### src/rtl/soc_bus_pkg.sv
// Shared definitions for the SoC data/instruction-side interconnect.
// Holds the state encoding, default region map and an index-width helper.
package soc_bus_pkg;

    typedef enum logic [1:0] {
        IDLE = 2'd0,
        BUSY = 2'd1,
        RESP = 2'd2,
        ERR  = 2'd3
    } bus_state_e;

    localparam logic [127:0] DEF_SLV_BASE = {32'h3000_0000, 32'h2000_0000,
                                             32'h1000_0000, 32'h0000_0000};
    localparam logic [127:0] DEF_SLV_MASK = {4{32'hF000_0000}};

    // Never returns 0 so that single-slave builds still get a 1-bit index.
    function automatic int unsigned clog2(input int unsigned v);
        int unsigned r;
        int unsigned x;
        r = 0;
        x = (v > 1) ? v - 1 : 0;
        while (x > 0) begin
            r++;
            x = x >> 1;
        end
        return (r == 0) ? 1 : r;
    endfunction

endpackage

### src/rtl/soc_data_bus_if.sv
// Master-side and slave-side signals of the data bus interconnect.
// master: the environment (core plus slave devices); slave: the interconnect itself.
interface soc_data_bus_if #(
    parameter int unsigned N_SLAVES = 4,
    parameter int unsigned ADDR_W   = 32,
    parameter int unsigned DATA_W   = 32
);
    logic                         m_req;
    logic                         m_we;
    logic [ADDR_W-1:0]            m_addr;
    logic [DATA_W-1:0]            m_wdata;
    logic [DATA_W/8-1:0]          m_be;
    logic                         m_ready;
    logic [DATA_W-1:0]            m_rdata;
    logic                         m_err;

    logic [N_SLAVES-1:0]          s_req;
    logic                         s_we;
    logic [ADDR_W-1:0]            s_addr;
    logic [DATA_W-1:0]            s_wdata;
    logic [DATA_W/8-1:0]          s_be;
    logic [N_SLAVES-1:0]          s_ready;
    logic [N_SLAVES*DATA_W-1:0]   s_rdata;

    modport master (
        output m_req, m_we, m_addr, m_wdata, m_be,
        input  m_ready, m_rdata, m_err,
        input  s_req, s_we, s_addr, s_wdata, s_be,
        output s_ready, s_rdata
    );

    modport slave (
        input  m_req, m_we, m_addr, m_wdata, m_be,
        output m_ready, m_rdata, m_err,
        output s_req, s_we, s_addr, s_wdata, s_be,
        input  s_ready, s_rdata
    );

endinterface

### src/rtl/soc_addr_decode.sv
// Base/mask address decoder; lowest-index region wins on overlap.
module soc_addr_decode
    import soc_bus_pkg::*;
#(
    parameter int unsigned                  N_SLAVES = 4,
    parameter int unsigned                  ADDR_W   = 32,
    parameter int unsigned                  SEL_W    = clog2(N_SLAVES),
    parameter logic [N_SLAVES*ADDR_W-1:0]   BASE     = DEF_SLV_BASE,
    parameter logic [N_SLAVES*ADDR_W-1:0]   MASK     = DEF_SLV_MASK
) (
    input  logic [ADDR_W-1:0] i_addr,
    output logic              o_hit,
    output logic [SEL_W-1:0]  o_sel
);

    always_comb begin
        o_hit = 1'b0;
        o_sel = '0;
        for (int unsigned i = 0; i < N_SLAVES; i++) begin
            if (!o_hit && ((i_addr & MASK[i*ADDR_W +: ADDR_W]) == BASE[i*ADDR_W +: ADDR_W])) begin
                o_hit = 1'b1;
                o_sel = SEL_W'(i);
            end
        end
    end

endmodule

### src/rtl/soc_data_bus.sv
// Data-side interconnect: decodes a core access to one of N slaves, waits on
// its ready with an optional timeout, and returns a registered one-cycle completion.
module soc_data_bus
    import soc_bus_pkg::*;
#(
    parameter int unsigned                  N_SLAVES = 4,
    parameter int unsigned                  ADDR_W   = 32,
    parameter int unsigned                  DATA_W   = 32,
    parameter logic [N_SLAVES*ADDR_W-1:0]   SLV_BASE = DEF_SLV_BASE,
    parameter logic [N_SLAVES*ADDR_W-1:0]   SLV_MASK = DEF_SLV_MASK,
    parameter int unsigned                  TIMEOUT  = 15
) (
    input  logic              clk,
    input  logic              rst,
    soc_data_bus_if.slave     bus,
    output logic [15:0]       err_cnt
);

    localparam int unsigned SEL_W = clog2(N_SLAVES);
    localparam int unsigned TMR_W = clog2(TIMEOUT + 1);
    localparam int unsigned BE_W  = DATA_W / 8;

    bus_state_e          r_state, w_next;
    logic                w_hit;
    logic [SEL_W-1:0]    w_sel;
    logic [SEL_W-1:0]    r_sel;
    logic                r_we;
    logic [ADDR_W-1:0]   r_addr;
    logic [DATA_W-1:0]   r_wdata;
    logic [BE_W-1:0]     r_be;
    logic [TMR_W-1:0]    r_timer;
    logic [DATA_W-1:0]   r_rdata;
    logic [15:0]         r_err_cnt;
    logic                w_load, w_capture, w_tick;
    logic                w_sel_ready, w_timeout;
    logic [DATA_W-1:0]   w_sel_rdata;

    soc_addr_decode #(
        .N_SLAVES (N_SLAVES),
        .ADDR_W   (ADDR_W),
        .SEL_W    (SEL_W),
        .BASE     (SLV_BASE),
        .MASK     (SLV_MASK)
    ) u_decode (
        .i_addr (bus.m_addr),
        .o_hit  (w_hit),
        .o_sel  (w_sel)
    );

    always_comb begin
        w_sel_ready = bus.s_ready[r_sel];
        w_sel_rdata = bus.s_rdata[r_sel*DATA_W +: DATA_W];
        w_timeout   = (TIMEOUT != 0) && (r_timer == TMR_W'(TIMEOUT - 1));
    end

    always_comb begin
        w_next    = r_state;
        w_load    = 1'b0;
        w_capture = 1'b0;
        w_tick    = 1'b0;
        case (r_state)
            IDLE: begin
                if (bus.m_req) begin
                    if (w_hit) begin
                        w_next = BUSY;
                        w_load = 1'b1;
                    end else begin
                        w_next = ERR;
                    end
                end
            end
            // Ready is tested before the timeout so a late ready still completes.
            BUSY: begin
                if (w_sel_ready) begin
                    w_next    = RESP;
                    w_capture = 1'b1;
                end else if (w_timeout) begin
                    w_next = ERR;
                end else begin
                    w_tick = 1'b1;
                end
            end
            RESP:    w_next = IDLE;
            ERR:     w_next = IDLE;
            default: w_next = IDLE;
        endcase
    end

    always_ff @(posedge clk or posedge rst) begin
        if (rst) begin
            r_state   <= IDLE;
            r_sel     <= '0;
            r_we      <= 1'b0;
            r_addr    <= '0;
            r_wdata   <= '0;
            r_be      <= '0;
            r_timer   <= '0;
            r_rdata   <= '0;
            r_err_cnt <= '0;
        end else begin
            r_state <= w_next;
            if (w_load) begin
                r_sel   <= w_sel;
                r_we    <= bus.m_we;
                r_addr  <= bus.m_addr;
                r_wdata <= bus.m_wdata;
                r_be    <= bus.m_be;
                r_timer <= '0;
            end else if (w_tick) begin
                r_timer <= r_timer + 1'b1;
            end
            if (w_capture) begin
                r_rdata <= r_we ? '0 : w_sel_rdata;
            end
            if (r_state == ERR && r_err_cnt != '1) begin
                r_err_cnt <= r_err_cnt + 16'd1;
            end
        end
    end

    always_comb begin
        bus.m_ready = (r_state == RESP) || (r_state == ERR);
        bus.m_err   = (r_state == ERR);
        bus.m_rdata = (r_state == RESP) ? r_rdata : '0;
        bus.s_req   = '0;
        if (r_state == BUSY) begin
            bus.s_req[r_sel] = 1'b1;
        end
        bus.s_we    = r_we;
        bus.s_addr  = r_addr;
        bus.s_wdata = r_wdata;
        bus.s_be    = r_be;
        err_cnt     = r_err_cnt;
    end

endmodule

### src/flat_wrapper.sv
// flat-port wrapper written by rule: the top's interface ports become plain ports
module soc_data_bus_flat import soc_bus_pkg::*;
#(
    parameter int unsigned                  N_SLAVES = 4,
    parameter int unsigned                  ADDR_W   = 32,
    parameter int unsigned                  DATA_W   = 32,
    parameter logic [N_SLAVES*ADDR_W-1:0]   SLV_BASE = DEF_SLV_BASE,
    parameter logic [N_SLAVES*ADDR_W-1:0]   SLV_MASK = DEF_SLV_MASK,
    parameter int unsigned                  TIMEOUT  = 15
)
  (clk, rst, err_cnt, bus_m_req, bus_m_we, bus_m_addr, bus_m_wdata, bus_m_be, bus_m_ready, bus_m_rdata, bus_m_err, bus_s_req, bus_s_we, bus_s_addr, bus_s_wdata, bus_s_be, bus_s_ready, bus_s_rdata);
  soc_data_bus_if #(.N_SLAVES(N_SLAVES), .ADDR_W(ADDR_W), .DATA_W(DATA_W)) bus_i ();
  input  logic clk;
  input  logic rst;
  output logic [15:0] err_cnt;
  input wire logic [$bits(bus_i.m_req)-1:0] bus_m_req;
  input wire logic [$bits(bus_i.m_we)-1:0] bus_m_we;
  input wire logic [$bits(bus_i.m_addr)-1:0] bus_m_addr;
  input wire logic [$bits(bus_i.m_wdata)-1:0] bus_m_wdata;
  input wire logic [$bits(bus_i.m_be)-1:0] bus_m_be;
  output wire logic [$bits(bus_i.m_ready)-1:0] bus_m_ready;
  output wire logic [$bits(bus_i.m_rdata)-1:0] bus_m_rdata;
  output wire logic [$bits(bus_i.m_err)-1:0] bus_m_err;
  output wire logic [$bits(bus_i.s_req)-1:0] bus_s_req;
  output wire logic [$bits(bus_i.s_we)-1:0] bus_s_we;
  output wire logic [$bits(bus_i.s_addr)-1:0] bus_s_addr;
  output wire logic [$bits(bus_i.s_wdata)-1:0] bus_s_wdata;
  output wire logic [$bits(bus_i.s_be)-1:0] bus_s_be;
  input wire logic [$bits(bus_i.s_ready)-1:0] bus_s_ready;
  input wire logic [$bits(bus_i.s_rdata)-1:0] bus_s_rdata;
  assign bus_i.m_req = bus_m_req;
  assign bus_i.m_we = bus_m_we;
  assign bus_i.m_addr = bus_m_addr;
  assign bus_i.m_wdata = bus_m_wdata;
  assign bus_i.m_be = bus_m_be;
  assign bus_m_ready = bus_i.m_ready;
  assign bus_m_rdata = bus_i.m_rdata;
  assign bus_m_err = bus_i.m_err;
  assign bus_s_req = bus_i.s_req;
  assign bus_s_we = bus_i.s_we;
  assign bus_s_addr = bus_i.s_addr;
  assign bus_s_wdata = bus_i.s_wdata;
  assign bus_s_be = bus_i.s_be;
  assign bus_i.s_ready = bus_s_ready;
  assign bus_i.s_rdata = bus_s_rdata;
  soc_data_bus #(.N_SLAVES(N_SLAVES), .ADDR_W(ADDR_W), .DATA_W(DATA_W), .SLV_BASE(SLV_BASE), .SLV_MASK(SLV_MASK), .TIMEOUT(TIMEOUT)) u_core (.clk(clk), .rst(rst), .bus(bus_i), .err_cnt(err_cnt));
endmodule
### config.mk
export PLATFORM = sky130hd
export DESIGN_NAME = soc_data_bus_flat
export DESIGN_NICKNAME = d
export VERILOG_FILES = /design/src/rtl/soc_bus_pkg.sv /design/src/rtl/soc_data_bus_if.sv /design/src/rtl/soc_addr_decode.sv /design/src/rtl/soc_data_bus.sv /design/src/flat_wrapper.sv
export SDC_FILE = /design/constraint.sdc
export NUM_CORES = 1
export LEC_CHECK = 0
export BUFFER_PORTS_ARGS = -buffer_cell sky130_fd_sc_hd__clkbuf_2
export CAP_MARGIN = 30
export CORE_ASPECT_RATIO = 0.5
export CORE_MARGIN = 2
export CORE_UTILIZATION = 41
export CTS_CLUSTER_SIZE = 14
export DETAILED_ROUTE_END_ITERATION = 7
export PLACE_DENSITY = 0.77
export SLEW_MARGIN = 20
export SYNTH_ARGS = -nofsm -noshare
export SYNTH_HDL_FRONTEND = slang
export SYNTH_SLANG_ARGS = --single-unit
export TNS_END_PERCENT = 20
### constraint.sdc
create_clock -name clk -period 3.8 [get_ports clk]
set_input_delay 0.76 -clock clk [delete_from_list [all_inputs] [get_ports clk]]
set_output_delay 0.76 -clock clk [all_outputs]
set_load 0.01 [all_outputs]
# Word level (Yosys, flattened, before mapping)
# Index checks and enable logic that the tools add are counted.
[word_totals]
mem_count = 0
ramBits = 0
latch_bits = 0
output_inout_bits = 123
mem_bits_ro = 0
word_cells = 67
register_bits = 125
[op_classes]
shifts = 1
div_mod_pow = 0
addsub = 2
reduce_logical = 14
mux = 29
n_lt_le_gt_ge = 2
bitwise_logic = 0
multipliers = 0
n_eq_ne = 10
[op_table]
columns = ["op", "n"]
rows = [
  ["$shiftx 128x8->32", 1],
  ["$mux 32", 2],
  ["$logic_not 32->1", 1],
  ["$add 16x1->16 const B", 1],
  ["$ne 16x16->1 const B", 1],
  ["$mux 1", 15],
  ["$mux 2", 6],
  ["$mux 4", 3],
  ["$eq 4x2->1 const B", 2],
  ["$pmux 2 s3", 1],
  ["$logic_and 1x1->1", 5],
  ["$add 4x1->4 const B", 1],
  ["$eq 2x2->1 const B", 2],
  ["$eq 4x1->1 const B", 1],
  ["$eq 4x4->1 const B", 1],
  ["$logic_not 1->1", 3],
  ["$lt 2x3->1 const B", 1],
  ["$ne 3x1->1 const B", 1],
  ["$bmux 1 s2", 1],
  ["$demux 1 s2", 1],
  ["$eq 2x1->1 const B", 1],
  ["$ge 2x1->1 const B", 1],
  ["$logic_not 2->1", 1],
  ["$ne 2x2->1 const B", 1],
  ["other kinds (4)", 4],
]

# Depth between registers and ports, before layout
# Gate-level depths: netlist (run 1).
[logic_depth]
ltp_word = 15
mapped_depth = 7

# Hierarchy
# Synthesis (run 1) repeated with hierarchy kept, for this count alone.
[unflattened]
hier_cells = 479
hier_area_um2 = 6103.4
[modules_own_cells]
columns = ["module", "seq_area_each_um2", "cells_per_inst", "area_per_inst_um2", "instances"]
rows = [
  ["soc_data_bus", 3128.0, 476, 6084.6, 1],
  ["soc_addr_decode", 0.0, 3, 18.8, 1],
]

# Least setup slack after synthesis (run 1)
# OpenSTA, ideal clock, no wires.
[synth_path]
path_type = "register to output"
from = "register u_core.r_sel[1]"
to = "output port bus_s_req[2]"
arrival_ps = 1210
t_required_ps = 3040
n_path_buf = 2
path_stages_with_launch = 5
slack_ps = 1830
path_cell_list = "dfrtp_1 -> buf_2 -> buf_1 -> inv_1 -> nor3_1"
[synth_between]
elab_chain_cells = 5
word_cells_on_any_way = 6
cone_classes = "order compare: 2; mux: 3; reduce/logical: 1"
[synth_lines]
columns = ["item", "line", "text"]
rows = [
  ["from (decl)", "soc_data_bus.sv:26", "logic [SEL_W-1:0] r_sel;"],
  ["from (signal assigned)", "soc_data_bus.sv:103", "r_sel <= w_sel;"],
  ["$lt 2x3->1 (implied by the code) or $ge 2x1->1 (tied branches)", "soc_data_bus.sv:127", "bus.s_req[r_sel] = 1'b1;"],
  ["$logic_and 1x1->1 (implied by the code)", "soc_data_bus.sv:127", ""],
  ["$mux 1 (implied by the code)", "soc_data_bus.sv:127", ""],
  ["$demux 1 s2 (*)", "--", ""],
  ["$mux 4 (*)", "soc_data_bus.sv:126", "if (r_state == BUSY) begin"],
  ["to (decl)", "flat_wrapper.sv:24", "output wire logic [$bits(bus_i.s_req)-1:0] bus_s_req;"],
]
# Mark *: on every way between the ends. The rest lies on a longest branch, timed or not.

# Worst setup path after layout (run 1)
[layout_path]
from = "register u_core.r_state[1]"
to = "output port bus_m_rdata[3]"
[layout_between]
elab_chain_cells = 2
[layout_lines]
columns = ["item", "line", "text"]
rows = [
  ["from (decl)", "soc_data_bus.sv:23", "bus_state_e r_state, w_next;"],
  ["from (signal assigned)", "soc_data_bus.sv:101", "r_state <= w_next;"],
  ["$eq 2x2->1", "soc_data_bus.sv:124", "bus.m_rdata = (r_state == RESP) ? r_rdata : '0;"],
  ["$mux 32", "soc_data_bus.sv:124", ""],
  ["to (decl)", "flat_wrapper.sv:22", "output wire logic [$bits(bus_i.m_rdata)-1:0] bus_m_rdata;"],
]
# Every way passes these cells.

==> impl_metrics.csv, run 1 <==
group,metric,value,unit
global_routing,globalRouteMet2Util,0.3714,
floorplan,die_area,15990,um^2
floorplan,row_count,31,
timing,worst_slew_pin_slew,0.7525,ns
setup_path,reg_to_reg_slack_setup,1.46,ns
timing,hold_violations,0,
clock_network,post_cts_buffers,0,
routing,first_iter_violations,351,
yosys,synth_top_cells_by_area,"sky130_fd_sc_hd__dfrtp_1, sky130_fd_sc_hd__nand2_1, sky130_fd_sc_hd__mux4_2",
timing,post-route-period-util,0.6794,
floorplan,io_pins,327,
yosys,synth_enable_flop_cells,0,
global_routing,global_route.usage.total,0.2263,
floorplan,die_h,90.43,um
setup_path,timing.setup.critical_path_class,"reg -> out",
yosys,netlist-cell-type-count,38,
yosys,postSynthNetCount,833,
clock_network,cts_tree,"done",
placement,pre_cts_ws,1.281,ns
global_routing,grt_max_degree,104,
yosys,postSynth.asyncResetShare,1.000,
timing,setup_viol_count_final,0,
floorplan,core_area,14550,um^2
final_layout,finalNetCount,1148,
clock_network,cts_buffers,17,
clock_network,cts-resized-gates,0,
final_layout,antenna_cells,0,
yosys,synth_cells,626,
yosys,yosys.cell_count.top_type,"sky130_fd_sc_hd__nand2_1",
timing,worst_clock_skew,0.01163,ns
routing,finalWirelength,17870,um
yosys,post_synth_most_frequent_cells,"sky130_fd_sc_hd__nand2_1, sky130_fd_sc_hd__dfrtp_1, sky130_fd_sc_hd__and2_1, sky130_fd_sc_hd__o21ai_0",
timing,min_period,2.582,ns
setup_path,timing.reg2reg.worst_path_depth,4,
timing,setup-tns-final,0,ns
setup_path,worst_r2r_startpoint,"u_core.r_sel[1]",
outcome,status,"finished, final reports clean",
setup_path,slowest_stage,"sky130_fd_sc_hd__nor2b_4",
global_routing,first_pass_grt_wire_length,28720,um
timing,number_of_max_slew_violations_in_the_final_report,0,
power_and_ir_drop,power-per-cell-area,743.4,nW/um^2
routing,number_of_vias_per_cell_after_detailed_routing,4.895,
placement,placed_cells,1120,
clock_network,worst_setup_hold_path_clk_slew,0.07,ns
timing,rsz0062_at_grt,"false",
final_layout,final_cell_count_no_fill,1152,
setup_path,cpPeakStageDelay,0.58,ns
final_layout,area_growth_syn_to_layout,39.06,%
yosys,synthesis.area,6125,um^2
global_routing,grt_util_met3,0.04167,
routing,route.detailed.drc,0,
yosys,syn_avg_cell_area,9.784,um^2
clock_network,cts_root_buffer,"sky130_fd_sc_hd__clkbuf_16",
setup_path,cp_data_required_time,3.04,ns
placement,placement.io_buffers,326,
setup_path,setup.worst_path.end_class,"output port",
routing,post_drt_wl_per_cell,15.51,um
hold_path,hold_class,"in -> async",
setup_path,cp_launch_type,"flip-flop",
clock_network,clock-sinks,125,
yosys,ys_ff_latch,125,
routing,first_pass_iters,4,
yosys,netlist.area_leader.share,0.5107,
timing,timing.fmax,387.4,MHz
global_routing,globalRoute.totalOverflow,0,
routing,num_vias,5639,
setup_path,crit_chain,"nor2b_4 -> and2_1 -> clkbuf_2",
global_routing,grtUsageMet1,0.3134,
floorplan,fp.dieW,176.8,um
power_and_ir_drop,maximum_vdd_ir_drop,0.0003661,V
floorplan,floorplan.initialDensity,0.4211,
setup_path,worstReg2RegEnd,"u_core.r_rdata[2]",
yosys,synth_top_area_cell,"sky130_fd_sc_hd__dfrtp_1",
yosys,ys_seq_area_frac,0.5107,
yosys,synth_flop_cell,"sky130_fd_sc_hd__dfrtp_1",
global_routing,grt-busiest-layer,"met2",
timing,maxSlewHeadroom,0.4983,
placement,detailed_place_hpwl,13570,um
clock_network,clk-insertion-delay-late,0.40,ns
flow_run,max_cap_violations,0,
setup_path,critPathMaxFanout,32,
clock_network,clock_tree.buffer_depth,2,
setup_path,critical_path_arrival,1.82,ns
power_and_ir_drop,leakage,4.588,nW
routing,ant_nets,0,
final_layout,fillCellCount,1305,
clock_network,cts_hold_buffers,0,
global_routing,first_global_vias,5575,
placement,gp_routability_congestion,0.9061,
clock_network,htree_num_levels,4,
setup_path,critical_path.startpoint,"u_core.r_state[1]",
yosys,yosys_warnings,0,
global_routing,number_of_antenna_violations_at_the_first_check_in_global_routing,0,
timing,final.setup.worst_slack,1.218,ns
final_layout,drive_gt1_frac,0.4319,
==> worst max-delay path: cells and delay by family, from the launching register on <==
| kind | cells | cell delay [ns] |
|---|---|---|
| and+or+nand+nor | 2 | 0.82 |
| DFF | 1 | 0.47 |
| buffers and inverters | 1 | 0.14 |
==> cells by family after synthesis <==
| logic type | count (synthesis) | share of synthesized area |
|---|---|---|
| adders and majority gates | 3 | 0.006129 |
| DFF | 125 | 0.5107 |
| and+or+nand+nor | 359 | 0.2644 |
| xor gates and xnor gates | 10 | 0.01430 |
| AOI/OAI and AO/OA | 46 | 0.04147 |
| muxes | 38 | 0.1301 |
| buffers and inverters | 45 | 0.03289 |
==> power by group <==
group / internal (W) / switching, W / total [W]
logic: 0.00112 / 0.00131 / 0.00243
clock network: 0.000945 / 0.000654 / 0.00160
registers: 0.00189 / 0.000411 / 0.00230
==> final cells by class <==
type	count	area (um^2)	share of cell area
clock buffer	18	439.2	0.05156
sequential	125	3129	0.3674
inverter	7	30.03	0.003526
timing repair buffer	334	1717	0.2016
multi-input combinational	456	2806	0.3295
tap	198	247.7	0.02909
clock inverter	14	147.6	0.01734
==> state kept, by name, summed over array words and instances, names as in the netlist <==
name,count
u_core.r_rdata,32
u_core.r_sel,2
u_core.bus.s_addr,32
u_core.bus.s_be,4
u_core.err_cnt,16
u_core.bus.s_wdata,32
u_core.r_state,2
u_core.r_timer,4
u_core.bus.s_we,1
==> routing by layer <==
layer / up-vias / part of all wire
li1: 2704 / -
met1: 2744 / 0.44
met2: 174 / 0.50
met3: 17 / 0.050
met4: 0 / 0.010
met5: - / 0
==> through the flow <==
step           utilization  hold slack (ns)  power (W)  area [um^2]
6_report            0.5855           0.3728   0.006332         8517
5_1_grt             0.5855           0.3980   0.006781         8517
4_1_cts             0.5852           0.3703   0.006399         8512
3_5_place_dp        0.5449           0.4615   0.004772         7925
3_3_place_gp        0.5449           0.4551   0.004679         7925
2_1_floorplan            -           0.4418   0.003805         6128
==> worst max-delay path by stage <==
| stage | endpoint | depth (start not counted) |
|---|---|---|
| 2_1_floorplan | u_core.bus.s_addr[0] | 1 |
| 3_3_place_gp | u_core.bus.s_addr[31] | 5 |
| 3_5_place_dp | bus_m_rdata[3] | 3 |
| 4_1_cts | bus_m_rdata[3] | 3 |
| 5_1_grt | bus_m_rdata[11] | 3 |
| 6_report | bus_m_rdata[3] | 3 |
==> cell usage in the layout (no fill, tap or decap), types with 3 or more instances in the layout <==
cell type / count
sky130_fd_sc_hd__nor2_1: 6
sky130_fd_sc_hd__and2_1: 34
sky130_fd_sc_hd__ha_1: 3
sky130_fd_sc_hd__clkinv_4: 3
sky130_fd_sc_hd__nand2b_1: 33
sky130_fd_sc_hd__a21oi_1: 3
sky130_fd_sc_hd__clkbuf_2: 326
sky130_fd_sc_hd__nand2_1: 245
sky130_fd_sc_hd__o21ai_0: 35
sky130_fd_sc_hd__xor2_1: 3
sky130_fd_sc_hd__inv_6: 7
sky130_fd_sc_hd__nand4_1: 9
sky130_fd_sc_hd__inv_1: 6
sky130_fd_sc_hd__mux2_2: 3
sky130_fd_sc_hd__buf_4: 6
sky130_fd_sc_hd__dfrtp_1: 124
sky130_fd_sc_hd__xnor2_1: 7
sky130_fd_sc_hd__clkbuf_16: 17
sky130_fd_sc_hd__nor4_1: 3
sky130_fd_sc_hd__nor3_1: 3
sky130_fd_sc_hd__nand3_1: 10
sky130_fd_sc_hd__mux4_2: 33
Note: power is estimated with default switching activity, not from simulation.
==> run 2: changes to the inputs <==
--- a/config.mk
+++ b/config.mk
@@ -5,14 +5,15 @@
 export SDC_FILE = /design/constraint.sdc
 export NUM_CORES = 1
 export LEC_CHECK = 0
+export ABC_AREA = 1
 export BUFFER_PORTS_ARGS = -buffer_cell sky130_fd_sc_hd__clkbuf_2
 export CAP_MARGIN = 30
 export CORE_ASPECT_RATIO = 0.5
 export CORE_MARGIN = 2
-export CORE_UTILIZATION = 41
+export CORE_UTILIZATION = 46
 export CTS_CLUSTER_SIZE = 14
 export DETAILED_ROUTE_END_ITERATION = 7
-export PLACE_DENSITY = 0.77
+export PLACE_DENSITY = 0.81
 export SLEW_MARGIN = 20
 export SYNTH_ARGS = -nofsm -noshare
 export SYNTH_HDL_FRONTEND = slang
==> constraint.sdc (replaced) <==
create_clock -name clk -period 2.7 [get_ports clk]
set_input_delay 0.54 -clock clk [delete_from_list [all_inputs] [get_ports clk]]
set_output_delay 0.54 -clock clk [all_outputs]
set_load 0.01 [all_outputs]
==> impl_metrics.csv, run 2 <==
group,metric,value,unit
outcome,status,"finished, final reports clean",
clock_network,cts_tree,"done",
setup_path,timing.setup.critical_path_class,"reg -> out",
final_layout,area_growth_syn_to_layout,36.90,%
yosys,synth_top_area_cell,"sky130_fd_sc_hd__dfrtp_1",
setup_path,reg_to_reg_slack_setup,0.58,ns
setup_path,critical_path.startpoint,"u_core.r_state[1]",
clock_network,cts-resized-gates,0,
final_layout,drive_gt1_frac,0.2996,
floorplan,floorplan.initialDensity,0.4755,
setup_path,worstReg2RegEnd,"u_core.err_cnt[5]",
floorplan,io_pins,327,
yosys,synth_top_cells_by_area,"sky130_fd_sc_hd__dfrtp_1, sky130_fd_sc_hd__nand2_1, sky130_fd_sc_hd__nor2_1",
floorplan,row_count,30,
routing,number_of_vias_per_cell_after_detailed_routing,4.794,
timing,smallest_hold_slack,0.2867,ns
flow_run,max_cap_violations,0,
power_and_ir_drop,power-per-cell-area,1028,nW/um^2
routing,route.detailed.drc,0,
floorplan,fp.dieW,172.1,um
yosys,netlist.area_leader.share,0.4815,
yosys,synth_enable_flop_cells,0,
yosys,synthesis.area,6496,um^2
timing,maxSlewHeadroom,0.5087,
final_layout,regArea,3128,um^2
power_and_ir_drop,leakage,5.190,nW
routing,post_drt_wl_per_cell,13.15,um
floorplan,die_h,88.03,um
routing,finalWirelength,19290,um
timing,setup_viol_count_final,0,
yosys,synth_cells,950,
yosys,post_synth_most_frequent_cells,"sky130_fd_sc_hd__nand2_1, sky130_fd_sc_hd__dfrtp_1, sky130_fd_sc_hd__nor2_1, sky130_fd_sc_hd__inv_1, sky130_fd_sc_hd__nand3_1",
global_routing,grt_max_degree,126,
timing,min_period,2.258,ns
placement,gp_routability_congestion,0.8880,
setup_path,critical_path_arrival,1.72,ns
timing,worst_slew_pin_slew,0.7370,ns
setup_path,worst_r2r_startpoint,"u_core.err_cnt[0]",
timing,rsz0062_at_grt,"false",
routing,ant_nets,0,
global_routing,global_route.usage.total,0.2552,
global_routing,globalRoute.totalOverflow,0,
placement,pre_cts_ws,0.5922,ns
timing,final.setup.worst_slack,0.4421,ns
routing,num_vias,7033,
setup_path,setup.worst_path.end_class,"output port",
setup_path,critPathMaxFanout,7,
setup_path,crit_end,"bus_s_req[2]",
timing,hold_violations,0,
final_layout,fillCellCount,1252,
routing,first_pass_iters,5,
hold_path,hold_class,"in -> async",
global_routing,number_of_antenna_violations_at_the_first_check_in_global_routing,0,
setup_path,cp_launch_type,"flip-flop",
yosys,ys_seq_area_frac,0.4815,
timing,worst_clock_skew,0.009731,ns
final_layout,antenna_cells,0,
floorplan,core_area,13660,um^2
placement,detailed_place_hpwl,14150,um
clock_network,cts_hold_buffers,0,
clock_network,cts_root_buffer,"sky130_fd_sc_hd__clkbuf_16",
final_layout,most-common-layout-cells,"sky130_fd_sc_hd__nand2_1, sky130_fd_sc_hd__clkbuf_2, sky130_fd_sc_hd__dfrtp_1, sky130_fd_sc_hd__nor2_1, sky130_fd_sc_hd__inv_1",
floorplan,die_area,15150,um^2
yosys,postSynthNetCount,1157,
setup_path,cp_data_required_time,2.16,ns
yosys,synth_flop_cell,"sky130_fd_sc_hd__dfrtp_1",
power_and_ir_drop,maximum_vdd_ir_drop,0.0005701,V
yosys,netlist-cell-type-count,24,
yosys,ys_ff_latch,125,
final_layout,layout.cells.most_common,"sky130_fd_sc_hd__nand2_1",
clock_network,post_cts_buffers,0,
yosys,postSynth.asyncResetShare,1.000,
global_routing,first_pass_grt_wire_length,30530,um
timing,post-route-period-util,0.8362,
yosys,yosys.cell_count.top_type,"sky130_fd_sc_hd__nand2_1",
clock_network,clk-insertion-delay-late,0.41,ns
global_routing,first_global_vias,6501,
timing,timing.fmax,442.9,MHz
clock_network,clock-sinks,125,
yosys,yosys_warnings,0,
clock_network,clock_tree.buffer_depth,2,
clock_network,cts_buffers,17,
clock_network,htree_num_levels,4,
timing,setup-tns-final,0,ns
final_layout,finalNetCount,1469,
final_layout,layout.core_utilization,0.6509,
placement,placement.io_buffers,326,
yosys,syn_avg_cell_area,6.838,um^2
final_layout,multi_input_comb_area,2954,um^2
clock_network,worst_setup_hold_path_clk_slew,0.06,ns
setup_path,timing.reg2reg.worst_path_depth,7,
timing,number_of_max_slew_violations_in_the_final_report,0,
routing,first_iter_violations,468,
run 2: how the worst min path moves through the flow:
| stage | startpoint | to | slack [ns] | depth (start not counted) |
|---|---|---|---|---|
| finish | rst | u_core.r_rdata[1] | 0.29 | 3 |
| global route | bus_m_addr[11] | u_core.bus.s_addr[11] | 0.31 | 3 |
| CTS | bus_m_be[2] | u_core.bus.s_be[2] | 0.31 | 3 |
| detailed placement | u_core.bus.s_addr[24] | u_core.bus.s_addr[24] | 0.46 | 2 |
| global placement | u_core.bus.s_addr[31] | u_core.bus.s_addr[31] | 0.45 | 2 |
| floorplan | u_core.bus.s_addr[30] | u_core.bus.s_addr[30] | 0.50 | 2 |
run 2: logic make-up (layout without fill, tap and decap cells):
kind of cell             after synthesis  after routing  synth area share
flip-flops                           125            125            0.4815
XOR/XNOR                               7              7          0.009438
adder cells (fa/ha/maj)                3              3          0.005779
buffers and inverters                104            429           0.06491
AO/OA/AOI/OAI                         47             47           0.03679
AND/OR/NAND/NOR                      664            664            0.4016
run 2: metrics by stage:
stage / power [W] / std cells / instance area, um^2
finish: 0.009146 / 1467 / 8894
global route: 0.009869 / 1467 / 8894
CTS: 0.009193 / 1467 / 8894
detailed placement: 0.006900 / 1435 / 8309
global placement: 0.006780 / 1434 / 8298
floorplan: 0.005456 / 950 / 6500
run 2: worst max-delay path: stages, from the launching register on:
cell and delay, ns:
sky130_fd_sc_hd__dfrtp_1 0.44, sky130_fd_sc_hd__nor2_1 0.24, sky130_fd_sc_hd__inv_1 0.20, sky130_fd_sc_hd__nor3_1 0.23, sky130_fd_sc_hd__clkbuf_2 0.20
run 2: cell type report:
class | count | share of cell area
clock inverters | 14 | 0.01632
well taps | 192 | 0.02701
inverters | 56 | 0.02406
flip-flops and latches | 125 | 0.3517
multi-input cells | 721 | 0.3322
repair buffers | 341 | 0.1994
clock buffers | 18 | 0.04938
run 2: layer usage:
metal	GRT usage	vias to the layer above	share of wire
met5	0	-	0
met2	0.4137	235	0.48
li1	-	3514	-
met4	0.1161	0	0.031
met1	0.3284	3236	0.43
met3	0.06371	48	0.060
run 2: where the power goes:
group	switching [W]	total, W	internal [W]	leakage, nW
clock	0.000936	0.00226	0.00132	0.279
combinational	0.00248	0.00389	0.00140	3.31
sequential	0.000396	0.00300	0.00260	1.60
==> run 3: changes to the inputs <==
==> constraint.sdc (replaced) <==
create_clock -name clk -period 2.12 [get_ports clk]
set_input_delay 0.424 -clock clk [delete_from_list [all_inputs] [get_ports clk]]
set_output_delay 0.424 -clock clk [all_outputs]
set_load 0.01 [all_outputs]
==> impl_metrics.csv, run 3 (synthesized netlist as in run 2, its figures left out) <==
group,metric,value,unit
clock_network,cts_hold_buffers,0,
routing,route.detailed.drc,0,
setup_path,cp_launch_type,"flip-flop",
power_and_ir_drop,post-layout-total-power,0.01164,W
global_routing,number_of_antenna_violations_at_the_first_check_in_global_routing,0,
clock_network,worst_setup_hold_path_clk_slew,0.06,ns
floorplan,io_pins,327,
floorplan,die_h,88.03,um
final_layout,regArea,3128,um^2
routing,number_of_vias_per_cell_after_detailed_routing,4.785,
final_layout,area_growth_syn_to_layout,37.65,%
final_layout,most-common-layout-cells,"sky130_fd_sc_hd__nand2_1, sky130_fd_sc_hd__clkbuf_2, sky130_fd_sc_hd__dfrtp_1, sky130_fd_sc_hd__nor2_1, sky130_fd_sc_hd__inv_1",
floorplan,floorplan.initialDensity,0.4755,
timing,rsz0062_at_grt,"false",
hold_path,hold_class,"in -> async",
placement,detailed_place_hpwl,14210,um
timing,post-route-period-util,0.9553,
timing,smallest_hold_slack,0.1857,ns
clock_network,clk-insertion-delay-late,0.40,ns
timing,timing.fmax,493.8,MHz
setup_path,slowest_stage,"sky130_fd_sc_hd__dfrtp_1",
setup_path,timing.setup.critical_path_class,"reg -> out",
setup_path,cp_data_required_time,1.70,ns
clock_network,cts_buffers,17,
outcome,status,"finished, final reports clean",
power_and_ir_drop,power.share.sequential,0.329,
power_and_ir_drop,switching_share,0.4162,
power_and_ir_drop,clock_power_share,0.243,
global_routing,first_pass_grt_wire_length,30090,um
timing,hold_violations,0,
timing,maxSlewHeadroom,0.4709,
clock_network,cts-resized-gates,0,
routing,post_drt_wl_per_cell,12.94,um
setup_path,critical_path_arrival,1.60,ns
power_and_ir_drop,internal_power,0.006797,W
placement,post_dp_cell_area,8358,um^2
clock_network,htree_num_levels,4,
final_layout,multi_input_comb_area,2964,um^2
power_and_ir_drop,net-switching-power,0.004845,W
setup_path,setup.worst_path.end_class,"output port",
global_routing,first_global_vias,6491,
clock_network,clock_tree.buffer_depth,2,
final_layout,layout.cells.most_common,"sky130_fd_sc_hd__nand2_1",
power_and_ir_drop,maximum_vdd_ir_drop,0.0007951,V
power_and_ir_drop,leakage,5.211,nW
clock_network,post_cts_buffers,0,
placement,gp_routability_congestion,0.9020,
final_layout,drive_gt1_frac,0.3039,
setup_path,critPathMaxFanout,7,
routing,first_iter_violations,542,
floorplan,die_area,15150,um^2
routing,num_vias,7043,
final_layout,finalInstanceArea,8942,um^2
routing,finalWirelength,19050,um
timing,min_period,2.025,ns
final_layout,antenna_cells,0,
clock_network,cts_tree,"done",
final_layout,finalNetCount,1474,
setup_path,cpPeakStageDelay,0.45,ns
timing,worst_slew_pin_slew,0.7928,ns
power_and_ir_drop,comb_power_share,0.427,
global_routing,global_route.usage.total,0.2484,
routing,ant_nets,0,
global_routing,globalRoute.totalOverflow,0,
floorplan,row_count,30,
final_layout,fillCellCount,1264,
timing,setup_viol_count_final,0,
power_and_ir_drop,power-per-cell-area,1302,nW/um^2
setup_path,crit_chain,"nor2_2 -> inv_1 -> nor3_1 -> clkbuf_2",
clock_network,clock-sinks,125,
floorplan,core_area,13660,um^2
timing,worst_clock_skew,0.01099,ns
timing,number_of_max_slew_violations_in_the_final_report,0,
global_routing,grt_max_degree,126,
clock_network,cts_root_buffer,"sky130_fd_sc_hd__clkbuf_16",
floorplan,fp.dieW,172.1,um
placement,placement.io_buffers,326,
flow_run,max_cap_violations,0,
routing,first_pass_iters,5,
## run 3: cell count changes in the layout (fill, tap and decap cells not counted), sizes merged
cell	previous run	this run
buf	15	20
## run 3: layer usage
layer  vias up  routed length [um]  track usage
li1       3536                   -            -
met1      3226                8084       0.3203
met2       253                9317       0.4180
met3        28                1291      0.05423
met4         0                 359      0.09244
met5         -                   0            0
## run 3: area by class of cell
cell class              instances  share of cell area
clock buffers                  18             0.04799
clock inverters                14             0.01651
inverters                      56             0.02393
multi-input cells             721              0.3315
flip-flops and latches        125              0.3498
well taps                     192             0.02686
repair buffers                346              0.2034
## run 3: power by group through the flow
stage                     clock, W  combinational [W]  sequential, W
after floorplan                  0            0.00286        0.00408
after CTS                  0.00288            0.00500        0.00383
after global routing       0.00301            0.00558        0.00393
final                      0.00283            0.00498        0.00383
after global placement           0            0.00487        0.00382
after detailed placement         0            0.00499        0.00384
## run 3: path summary, 6_finish.rpt
path / startpoint / end / slack (ns) / depth (start not counted)
worst max register to register: u_core.err_cnt[0] / u_core.err_cnt[11] / 0.18 / 7
max in group asynchronous: rst / u_core.err_cnt[13] / 1.36 / 3
min in group clk: bus_m_wdata[31] / u_core.bus.s_wdata[31] / 0.21 / 3
worst min register to register: u_core.bus.s_addr[30] / u_core.bus.s_addr[30] / 0.47 / 2
worst min-delay path: rst / u_core.r_sel[0] / 0.19 / 3
worst max-delay path: u_core.r_state[1] / bus_s_req[0] / 0.09 / 4
## run 3: per-stage QoR
stage          utilization  TNS [ns]  cells  worst slack (ns)
2_1_floorplan            -         0    950            0.1567
3_3_place_gp        0.6115   -0.1569   1440          -0.03084
3_5_place_dp        0.6117         0   1440            0.2270
4_1_cts             0.6539         0   1472           0.01582
5_1_grt             0.6545         0   1472           0.01158
6_report            0.6545         0   1472           0.09473
## run 3: critical path, delay by kind of cell, from the launching register on
family,cells,cell delay (ns)
flip-flops,1,0.45
AND/OR/NAND/NOR,2,0.38
buffers and inverters,2,0.37
